<file path="src/rtl/btn_evt_pkg.sv">
// Shared types for the button event arbiter.
//   evt_code_t  : event codes carried on the serialised event port
//   btn_state_t : per-button hold-tracking FSM state
package btn_evt_pkg;

    typedef enum logic [1:0] {
        EvtPress   = 2'd0,
        EvtLong    = 2'd1,
        EvtRepeat  = 2'd2,
        EvtRelease = 2'd3
    } evt_code_t;

    typedef enum logic [1:0] {
        StIdle     = 2'd0,
        StHeld     = 2'd1,
        StLongHeld = 2'd2
    } btn_state_t;

    // Hold counter width: enough to reach the larger of the two intervals.
    function automatic int unsigned hold_cnt_width(int unsigned long_c, int unsigned rep_c);
        return $clog2(((long_c > rep_c) ? long_c : rep_c) + 1);
    endfunction

endpackage

</file>
<file path="src/rtl/btn_event_fsm.sv">
// Per-button event generator: edge detect, hold counter, press/long/repeat/release FSM and
// a single-entry pending slot that the top-level arbiter drains.
//   clk, rst   : clock, asynchronous active-high reset
//   btn_i      : debounced button level
//   grant_i    : arbiter takes the pending slot on this edge
//   held_o     : registered button level
//   full_o     : pending slot holds an event
//   code_o     : pending event code
//   ovf_set_o  : an event collided with an ungranted full slot this cycle
module btn_event_fsm
    import btn_evt_pkg::*;
#(
    parameter int unsigned LONG_CYCLES   = 50_000_000,
    parameter int unsigned REPEAT_CYCLES = 10_000_000
) (
    input  logic      clk,
    input  logic      rst,
    input  logic      btn_i,
    input  logic      grant_i,
    output logic      held_o,
    output logic      full_o,
    output evt_code_t code_o,
    output logic      ovf_set_o
);

    localparam int unsigned CntW = hold_cnt_width(LONG_CYCLES, REPEAT_CYCLES);
    localparam logic [CntW-1:0] LongLast = CntW'(LONG_CYCLES - 1);
    localparam logic [CntW-1:0] RepLast  = CntW'(REPEAT_CYCLES - 1);

    btn_state_t      state_q;
    logic [CntW-1:0] cnt_q;
    logic            held_q;
    logic            full_q;
    evt_code_t       code_q;

    logic      rise, fall;
    logic      gen;
    evt_code_t gen_code;

    assign rise = btn_i & ~held_q;
    assign fall = ~btn_i & held_q;

    // Event produced this cycle; release wins over a coincident long/repeat.
    always_comb begin
        gen      = 1'b0;
        gen_code = EvtPress;
        unique case (state_q)
            StIdle: begin
                if (rise) begin
                    gen      = 1'b1;
                    gen_code = EvtPress;
                end
            end
            StHeld: begin
                if (fall) begin
                    gen      = 1'b1;
                    gen_code = EvtRelease;
                end else if (cnt_q == LongLast) begin
                    gen      = 1'b1;
                    gen_code = EvtLong;
                end
            end
            StLongHeld: begin
                if (fall) begin
                    gen      = 1'b1;
                    gen_code = EvtRelease;
                end else if (cnt_q == RepLast) begin
                    gen      = 1'b1;
                    gen_code = EvtRepeat;
                end
            end
            default: ;
        endcase
    end

    always_ff @(posedge clk or posedge rst) begin
        if (rst) begin
            state_q <= StIdle;
            cnt_q   <= '0;
            held_q  <= 1'b0;
            full_q  <= 1'b0;
            code_q  <= EvtPress;
        end else begin
            held_q <= btn_i;

            unique case (state_q)
                StIdle: begin
                    if (rise) begin
                        cnt_q   <= '0;
                        state_q <= StHeld;
                    end
                end
                StHeld: begin
                    if (fall) begin
                        cnt_q   <= '0;
                        state_q <= StIdle;
                    end else if (cnt_q == LongLast) begin
                        cnt_q   <= '0;
                        state_q <= StLongHeld;
                    end else begin
                        cnt_q <= cnt_q + CntW'(1);
                    end
                end
                StLongHeld: begin
                    if (fall) begin
                        cnt_q   <= '0;
                        state_q <= StIdle;
                    end else if (cnt_q == RepLast) begin
                        cnt_q <= '0;
                    end else begin
                        cnt_q <= cnt_q + CntW'(1);
                    end
                end
                default: begin
                    cnt_q   <= '0;
                    state_q <= StIdle;
                end
            endcase

            if (grant_i) begin
                full_q <= 1'b0;
            end
            if (gen) begin
                if (!full_q || grant_i) begin
                    full_q <= 1'b1;
                    code_q <= gen_code;
                end else if (gen_code == EvtRelease) begin
                    // Final state matters most: a release replaces the stale pending event.
                    code_q <= EvtRelease;
                end
            end
        end
    end

    assign ovf_set_o = gen & full_q & ~grant_i;
    assign held_o    = held_q;
    assign full_o    = full_q;
    assign code_o    = code_q;

endmodule

</file>
<file path="src/rtl/btn_event_arbiter.sv">
// Serialises press/long/repeat/release events from N_BTN debounced buttons onto one
// valid/ready port through a round-robin arbiter with a registered output stage.
//   clk, rst   : clock, asynchronous active-high reset
//   btn_clean  : debounced button levels (1 = pressed)
//   evt_valid/evt_ready/evt_btn/evt_code : event handshake port
//   held       : registered copy of btn_clean
//   ovf        : sticky per-button dropped-event flags, cleared by ovf_clr
module btn_event_arbiter
    import btn_evt_pkg::*;
#(
    parameter int unsigned N_BTN         = 4,
    parameter int unsigned LONG_CYCLES   = 50_000_000,
    parameter int unsigned REPEAT_CYCLES = 10_000_000
) (
    input  logic                       clk,
    input  logic                       rst,
    input  logic [N_BTN-1:0]           btn_clean,
    output logic                       evt_valid,
    input  logic                       evt_ready,
    output logic [$clog2(N_BTN)-1:0]   evt_btn,
    output logic [1:0]                 evt_code,
    output logic [N_BTN-1:0]           held,
    output logic [N_BTN-1:0]           ovf,
    input  logic                       ovf_clr
);

    localparam int unsigned IdxW = $clog2(N_BTN);
    localparam logic [IdxW-1:0] LastIdx = IdxW'(N_BTN - 1);

    logic [N_BTN-1:0] slot_full;
    evt_code_t        slot_code [N_BTN];
    logic [N_BTN-1:0] ovf_set;
    logic [N_BTN-1:0] grant;

    logic            evt_valid_q;
    logic [IdxW-1:0] evt_btn_q;
    evt_code_t       evt_code_q;
    logic [IdxW-1:0] rr_ptr_q;
    logic [N_BTN-1:0] ovf_q;

    logic            load;
    logic            found;
    logic [IdxW-1:0] gnt_idx;
    logic [IdxW-1:0] cand;

    for (genvar gi = 0; gi < N_BTN; gi++) begin : g_btn
        btn_event_fsm #(
            .LONG_CYCLES   (LONG_CYCLES),
            .REPEAT_CYCLES (REPEAT_CYCLES)
        ) u_fsm (
            .clk       (clk),
            .rst       (rst),
            .btn_i     (btn_clean[gi]),
            .grant_i   (grant[gi]),
            .held_o    (held[gi]),
            .full_o    (slot_full[gi]),
            .code_o    (slot_code[gi]),
            .ovf_set_o (ovf_set[gi])
        );
    end

    // First full slot searching upward from rr_ptr, wrapping.
    always_comb begin
        found   = 1'b0;
        gnt_idx = '0;
        cand    = '0;
        for (int unsigned k = 0; k < N_BTN; k++) begin
            cand = IdxW'((32'(rr_ptr_q) + k) % N_BTN);
            if (!found && slot_full[cand]) begin
                found   = 1'b1;
                gnt_idx = cand;
            end
        end
    end

    assign load = ~evt_valid_q | evt_ready;

    always_comb begin
        grant = '0;
        if (load && found) begin
            grant[gnt_idx] = 1'b1;
        end
    end

    always_ff @(posedge clk or posedge rst) begin
        if (rst) begin
            evt_valid_q <= 1'b0;
            evt_btn_q   <= '0;
            evt_code_q  <= EvtPress;
            rr_ptr_q    <= '0;
            ovf_q       <= '0;
        end else begin
            if (load) begin
                evt_valid_q <= found;
                if (found) begin
                    evt_btn_q  <= gnt_idx;
                    evt_code_q <= slot_code[gnt_idx];
                    rr_ptr_q   <= (gnt_idx == LastIdx) ? '0 : gnt_idx + IdxW'(1);
                end
            end
            // A new drop in the same cycle as a clear stays visible.
            ovf_q <= (ovf_clr ? '0 : ovf_q) | ovf_set;
        end
    end

    assign evt_valid = evt_valid_q;
    assign evt_btn   = evt_btn_q;
    assign evt_code  = evt_code_q;
    assign ovf       = ovf_q;

endmodule
</file>
<file path="config.mk">
export PLATFORM = sky130hd
export DESIGN_NAME = btn_event_arbiter
export DESIGN_NICKNAME = d
export VERILOG_FILES = /design/src/rtl/btn_evt_pkg.sv /design/src/rtl/btn_event_fsm.sv /design/src/rtl/btn_event_arbiter.sv
export SDC_FILE = /design/constraint.sdc
export NUM_CORES = 1
export LEC_CHECK = 0
export CAP_MARGIN = 20
export CORE_ASPECT_RATIO = 0.75
export CORE_MARGIN = 5
export CORE_UTILIZATION = 53
export DETAILED_ROUTE_END_ITERATION = 10
export PLACE_DENSITY_LB_ADDON = 0.12
export SKIP_LAST_GASP = 1
export SLEW_MARGIN = 10
export SYNTH_ARGS = -nofsm -noshare
export SYNTH_HDL_FRONTEND = slang
export SYNTH_SLANG_ARGS = --single-unit
</file>
<file path="constraint.sdc">
create_clock -name clk -period 8.7 [get_ports clk]
set_input_delay 1.74 -clock clk [delete_from_list [all_inputs] [get_ports clk]]
set_output_delay 1.74 -clock clk [all_outputs]
set_load 0.02 [all_outputs]
</file>
==> flow_metrics.env, run 1 <==
export IMPL_outcome="finished clean"
export IMPL_post_place_ws_ns=4.65
export IMPL_holdBufCountCts=0
export IMPL_max_slew_margin_rel=0.338
export IMPL_cts_setup_buffers=0
export IMPL_root_buffer="clkbuf_16"
export IMPL_design_die_area_um2=19500
export IMPL_rsz0062_at_grt="false"
export IMPL_synth_cell_types=84
export IMPL_holdWs_ns=0.505
export IMPL_crit_required_ns=9.02
export IMPL_r2r_start="g_btn[3].u_fsm.full_o$_DFF_PP0_"
export IMPL_syn_avg_cell_area_um2=8.81
export IMPL_drc=0
export IMPL_rrSetupSlack_ns=5.78
export IMPL_ys_flop_type="dfrtp_1"
export IMPL_worstSkewPairLatency_ns=0.43
export IMPL_netlist_area_um2=8890
export IMPL_synthCells=1009
export IMPL_coreArea_um2=16600
export IMPL_r2r_end="g_btn[2].u_fsm.code_o[0]$_DFFE_PP0P_"
export IMPL_num_vias=7654
export IMPL_fin_nets=1032
export IMPL_final_cell_mix="154 x nand2_1, 139 x dfrtp_1, 54 x nand3_1"
export IMPL_hold_path_class="reg2reg"
export IMPL_slew_viol_final=0
export IMPL_async_flop_share=1.00
export IMPL_fillers=1444
export IMPL_cpMaxStageDelayCell="o32ai_2"
export IMPL_grt_pass1_wl_mm=36.5
export IMPL_ant_nets=0
export IMPL_grt_max_degree=72
export IMPL_arrival_ns=3.94
export IMPL_grt_pass1_vias=7138
export IMPL_critPathKind="in2reg"
export IMPL_drt_iter0_drc=734
export IMPL_peakVddDrop_uv=134
export IMPL_syn_nets=1041
export IMPL_viasPerCell=6.23
export IMPL_synth_seq_cells=139
export IMPL_overflow=0
export IMPL_drtPass1Iterations=5
export IMPL_fin_skew_ns=0.0109
export IMPL_antenna_found_initial=0
export IMPL_num_rows=41
export IMPL_p_leak_nw=3.80
export IMPL_hpwl_mm=14.1
export IMPL_io_buffers=20
export IMPL_drive_gt1_frac=0.0750
export IMPL_critPathMaxStageDelay_ns=0.59
export IMPL_syn_to_final_growth_pct=10.2
export IMPL_h_tree_depth=4
export IMPL_seq_power_share=0.345
export IMPL_cts_num_sinks=139
export IMPL_worstPathMaxFanout=8
export IMPL_worst_slack_ns=5.08
export IMPL_worst_r2r_path_depth=10
export IMPL_cts_tree="done"
export IMPL_finalInstanceArea_um2=9800
export IMPL_crit_chain="clkdlybuf4s50_1, nand2b_1, nand2_1, o32ai_2, o21bai_1, o311ai_1"
export IMPL_ioPinCount=21
export IMPL_p_per_area_nw_per_um2=235
export IMPL_fin_setup_tns_ns=0
export IMPL_initial_core_util=0.535
export IMPL_period_share=0.417
export IMPL_p_sw_mw=0.885
export IMPL_startpoint="btn_clean[2]"
export IMPL_cts_max_path_buffers=2
export IMPL_cap_violations=0
export IMPL_grt_use_total=0.225
export IMPL_setup_viol=0
export IMPL_ys_warn_count=0
export IMPL_cts_buffers=17
export IMPL_ys_seq_area_frac=0.391
export IMPL_max_freq_ghz=0.276
export IMPL_critPathCapture="g_btn[2].u_fsm.cnt_q[8]$_DFFE_PP0P_"
export IMPL_layout_cells_non_filler=1228
export IMPL_insertedDiodeCount=0
export IMPL_ctsResizeCount=0
export IMPL_gp_congestion=0.856
export IMPL_crit_path_end_kind="register"
export IMPL_synth_edff_count=0
export IMPL_placed_area_um2=9200
export IMPL_mostFrequentLayoutCell="nand2_1"
export IMPL_dp_cells=1196
export IMPL_p_comb_frac=0.332
export IMPL_wl_per_cell_um=17.1
export IMPL_finalHoldViolations=0
export IMPL_synth_top_area_frac=0.391
export IMPL_synth_area_leaders="dfrtp_1 39%, nand2_1 6.5%, ha_1 3.4%"
export IMPL_p_sw_frac=0.385
export IMPL_yosysTopAreaCell="dfrtp_1"
export IMPL_min_period_ns=3.62
export IMPL_tightestPinTransition_ns=0.993
export IMPL_start_kind="primary input"
export IMPL_pwr_share_clk=0.322
export IMPL_path_clk_slew_ns=0.06
export IMPL_p_int_mw=1.42
export IMPL_dieHeight_um=122
export IMPL_wirelength_mm=21.0
export IMPL_die_w_um=160
per-stage QoR:
step                       util  total power, mW
final                     0.590             2.30
after global routing      0.590             2.46
after CTS                 0.590             2.31
after detailed placement  0.553             1.56
after global placement    0.553             1.55
after floorplan               -             1.35
synth_stat cells (all sizes together), types with 18 or more instances:
cell type  instances
inv               37
nor2              44
nand4             33
clkbuf            42
xor2              23
xnor2             18
and2              23
nand2            154
nand3             54
o211ai            33
nor4              33
a21oi             34
o21ai             36
nor3              21
ha                24
dfrtp            139
o221ai            19
o2111ai           24
worst min path at each step:
stage                                                    start                                    to  slack, ns  depth (start not counted)
final                     g_btn[1].u_fsm.code_o[1]$_DFFE_PP0P_  g_btn[1].u_fsm.code_o[1]$_DFFE_PP0P_       0.51                          1
after global routing      g_btn[2].u_fsm.code_o[1]$_DFFE_PP0P_  g_btn[2].u_fsm.code_o[1]$_DFFE_PP0P_       0.53                          1
after CTS                 g_btn[1].u_fsm.code_o[1]$_DFFE_PP0P_  g_btn[1].u_fsm.code_o[1]$_DFFE_PP0P_       0.51                          1
after detailed placement  g_btn[1].u_fsm.code_o[1]$_DFFE_PP0P_  g_btn[1].u_fsm.code_o[1]$_DFFE_PP0P_       0.50                          1
after global placement     g_btn[2].u_fsm.cnt_q[1]$_DFFE_PP0P_   g_btn[2].u_fsm.cnt_q[1]$_DFFE_PP0P_       0.50                          2
after floorplan           g_btn[2].u_fsm.code_o[0]$_DFFE_PP0P_  g_btn[2].u_fsm.code_o[0]$_DFFE_PP0P_       0.47                          1
registers in the layout (all words and copies together) (netlist names):
name,count
evt_btn,2
g_btn.u_fsm.code_o,8
g_btn.u_fsm.full_o,4
g_btn.u_fsm.cnt_q,104
g_btn.u_fsm.held_o,4
evt_valid,1
g_btn.u_fsm.state_q,8
ovf,4
evt_code,2
rr_ptr_q,2
critical path: cells and delay by family:
kind | cells | cell delay [ns]
compound gates | 3 | 1.21
simple gates | 2 | 0.45
buf+inv | 1 | 0.55
power groups by stage:
stage	sequential, mW	clock, mW	combinational [mW]
floorplan	0.799	0	0.552
finish	0.795	0.742	0.765
CTS	0.795	0.756	0.762
detailed placement	0.805	0	0.759
global route	0.809	0.791	0.856
global placement	0.804	0	0.751
per-layer routing:
layer	vias to the layer above	part of all wire	GRT usage	wire length, um
met1	3655	0.53	0.348	11100
li1	3783	-	-	-
met3	11	0.053	0.0555	1120
met5	-	0	0	0
met4	0	0.0073	0.0479	154
met2	205	0.41	0.318	8640
cell families (layout without fill, tap and decap cells):
group                    after synthesis  after routing  share of synthesized area
multiplexers                           6              6                    0.00704
adder cells (fa/ha/maj)               24             24                     0.0338
AO/OA/AOI/OAI                        230            230                      0.194
flip-flops                           139            139                      0.391
buffers and inverters                 93             97                     0.0425
AND/OR/NAND/NOR                      476            476                      0.291
XOR/XNOR                              41             41                     0.0404
layout make-up:
class                           instances  area (um^2)  share of cell area
Inverter                               37          144              0.0147
Multi-Input combinational cell        777         5050               0.515
Tap cell                              215          269              0.0275
Sequential cell                       139         3480               0.355
Clock inverter                         10          115              0.0117
Clock buffer                           22          484              0.0494
Timing Repair Buffer                   28          260              0.0266
Power figures use the tool's default switching activity.
==> run 2: changes to the inputs <==
==> constraint.sdc (replaced) <==
create_clock -name clk -period 3.48 [get_ports clk]
set_input_delay 0.696 -clock clk [delete_from_list [all_inputs] [get_ports clk]]
set_output_delay 0.696 -clock clk [all_outputs]
set_load 0.02 [all_outputs]
==> flow_metrics.env, run 2 (synthesis gave the netlist of run 1 again) <==
export IMPL_num_rows=41
export IMPL_largest_reg_flops=104
export IMPL_top_usage_layer="met1"
export IMPL_drc=0
export IMPL_fin_skew_ns=0.00847
export IMPL_coreArea_um2=16600
export IMPL_rrSetupSlack_ns=0.66
export IMPL_p_total_mw=5.82
export IMPL_cts_setup_buffers=0
export IMPL_overflow=0
export IMPL_critPathMaxStageDelay_ns=0.70
export IMPL_cpMaxStageDelayCell="o32ai_1"
export IMPL_drtPass1Iterations=5
export IMPL_r2r_end="g_btn[2].u_fsm.code_o[0]$_DFFE_PP0P_"
export IMPL_r2r_start="g_btn[1].u_fsm.full_o$_DFF_PP0_"
export IMPL_gp_congestion=0.863
export IMPL_ioPinCount=21
export IMPL_min_period_ns=2.82
export IMPL_drt_iter0_drc=717
export IMPL_crit_required_ns=3.79
export IMPL_io_buffers=20
export IMPL_fin_setup_tns_ns=0
export IMPL_arrival_ns=3.13
export IMPL_max_slew_margin_rel=0.336
export IMPL_multi_input_area_um2=5050
export IMPL_finalHoldViolations=0
export IMPL_cp_depth=10
export IMPL_min_from="g_btn[2].u_fsm.code_o[1]$_DFFE_PP0P_"
export IMPL_fin_util=0.595
export IMPL_num_vias=7680
export IMPL_grt_use_total=0.221
export IMPL_tightestPinTransition_ns=0.996
export IMPL_dieHeight_um=122
export IMPL_cts_max_path_buffers=2
export IMPL_h_tree_depth=4
export IMPL_cap_violations=0
export IMPL_grt_max_degree=52
export IMPL_hold_path_class="reg2reg"
export IMPL_cts_buffers=17
export IMPL_fin_nets=1040
export IMPL_ctsResizeCount=0
export IMPL_critPathKind="reg2reg"
export IMPL_dp_cells=1204
export IMPL_met1_usage=0.350
export IMPL_use_met2=0.310
export IMPL_cts_num_sinks=139
export IMPL_insertedDiodeCount=0
export IMPL_ant_nets=0
export IMPL_crit_chain="nand2b_1, a21oi_1, o32ai_1, inv_1, ha_1, inv_1, o21ai_0, o2111ai_1, o21ai_0, a32o_1"
export IMPL_crit_path_end_kind="register"
export IMPL_min_to="g_btn[2].u_fsm.code_o[1]$_DFFE_PP0P_"
export IMPL_rsz0062_at_grt="false"
export IMPL_layout_cells_non_filler=1235
export IMPL_start_kind="register"
export IMPL_cp_top_family="compound AO/OA/AOI/OAI gates"
export IMPL_max_freq_ghz=0.354
export IMPL_period_share=0.811
export IMPL_holdPathStages=1
export IMPL_worstSkewPairLatency_ns=0.42
export IMPL_worstPathMaxFanout=6
export IMPL_cts_tree="done"
export IMPL_grt_pass1_vias=7059
export IMPL_slew_viol_final=0
export IMPL_final_seq_area_um2=3480
export IMPL_holdBufCountCts=0
export IMPL_design_die_area_um2=19500
export IMPL_drive_gt1_frac=0.0824
export IMPL_hpwl_mm=14.1
export IMPL_setup_viol=0
export IMPL_outcome="finished clean"
export IMPL_p_leak_nw=3.85
export IMPL_antenna_found_initial=0
export IMPL_regMostFlops="g_btn.u_fsm.cnt_q"
export IMPL_grt_pass1_wl_mm=36.0
export IMPL_wirelength_mm=21.0
export IMPL_peakVddDrop_uv=360
export IMPL_final_cell_mix="154 x nand2_1, 139 x dfrtp_1, 54 x nand3_1"
export IMPL_root_buffer="clkbuf_16"
export IMPL_fillers=1489
export IMPL_crit_buf_inv=2
export IMPL_worst_r2r_path_depth=10
export IMPL_initial_core_util=0.535
export IMPL_mostFrequentLayoutCell="nand2_1"
export IMPL_path_clk_slew_ns=0.06
export IMPL_wl_per_cell_um=17.0
export IMPL_die_w_um=160
export IMPL_grtUsageMet3=0.0379
export IMPL_syn_to_final_growth_pct=11.1
export IMPL_viasPerCell=6.22
export IMPL_p_per_area_nw_per_um2=589
run 2: changes by cell type in the layout (fill, tap and decap cells not counted):
cell,change
clkbuf_1,-1
clkinvlp_4,+1
clkinv_2,+2
buf_4,+6
clkbuf_8,-2
bufinv_16,+1
buf_12,+2
clkinv_4,-2
run 2: worst max path at each step:
stage | to | start | slack (ns)
2_1_floorplan | g_btn[2].u_fsm.code_o[0]$_DFFE_PP0P_ | rr_ptr_q[0]$_DFFE_PP0N_ | 1.02
3_3_place_gp | g_btn[1].u_fsm.cnt_q[2]$_DFFE_PP0P_ | g_btn[1].u_fsm.cnt_q[0]$_DFFE_PP0P_ | 0.66
3_5_place_dp | g_btn[2].u_fsm.cnt_q[6]$_DFFE_PP0P_ | btn_clean[2] | 0.59
4_1_cts | g_btn[1].u_fsm.cnt_q[2]$_DFFE_PP0P_ | g_btn[1].u_fsm.cnt_q[0]$_DFFE_PP0P_ | 0.67
5_1_grt | g_btn[2].u_fsm.code_o[1]$_DFFE_PP0P_ | g_btn[1].u_fsm.full_o$_DFF_PP0_ | 0.32
6_report | g_btn[2].u_fsm.code_o[0]$_DFFE_PP0P_ | g_btn[1].u_fsm.full_o$_DFF_PP0_ | 0.66
run 2: where the power goes:
| group | switching [mW] | internal, mW | total, mW | leakage (nW) |
|---|---|---|---|---|
| combinational | 1.32 | 0.657 | 1.98 | 1.67 |
| clock | 0.696 | 1.16 | 1.85 | 0.291 |
| sequential | 0.189 | 1.80 | 1.99 | 1.89 |
run 2: routing by layer:
metal / part of all wire / up-vias
met5: 0 / -
met4: 0.0096 / 0
met3: 0.051 / 19
met2: 0.41 / 204
met1: 0.53 / 3670
li1: - / 3787
run 2: final cells by class:
cell class,instances,area share
sequential,139,0.352
clock buffer,19,0.0458
inverter,37,0.0144
tap,215,0.0272
timing repair buffer,36,0.0349
multi-input combinational,777,0.511
clock inverter,12,0.0148
run 2: worst register-to-register path: cells and delay by family (launching register included):
kind	cells	cell delay, ns
flops	1	0.41
compound gates	6	1.64
buf+inv	2	0.28
fa+ha+maj	1	0.26
simple gates	1	0.15
run 2: metrics by stage:
stage               hold WS (ns)  cell area (um^2)  setup slack [ns]
floorplan                  0.466              8890              1.02
global placement           0.489              9280             0.656
detailed placement         0.495              9280             0.586
CTS                        0.508              9880             0.671
global route               0.520              9880             0.322
finish                     0.504              9880             0.656
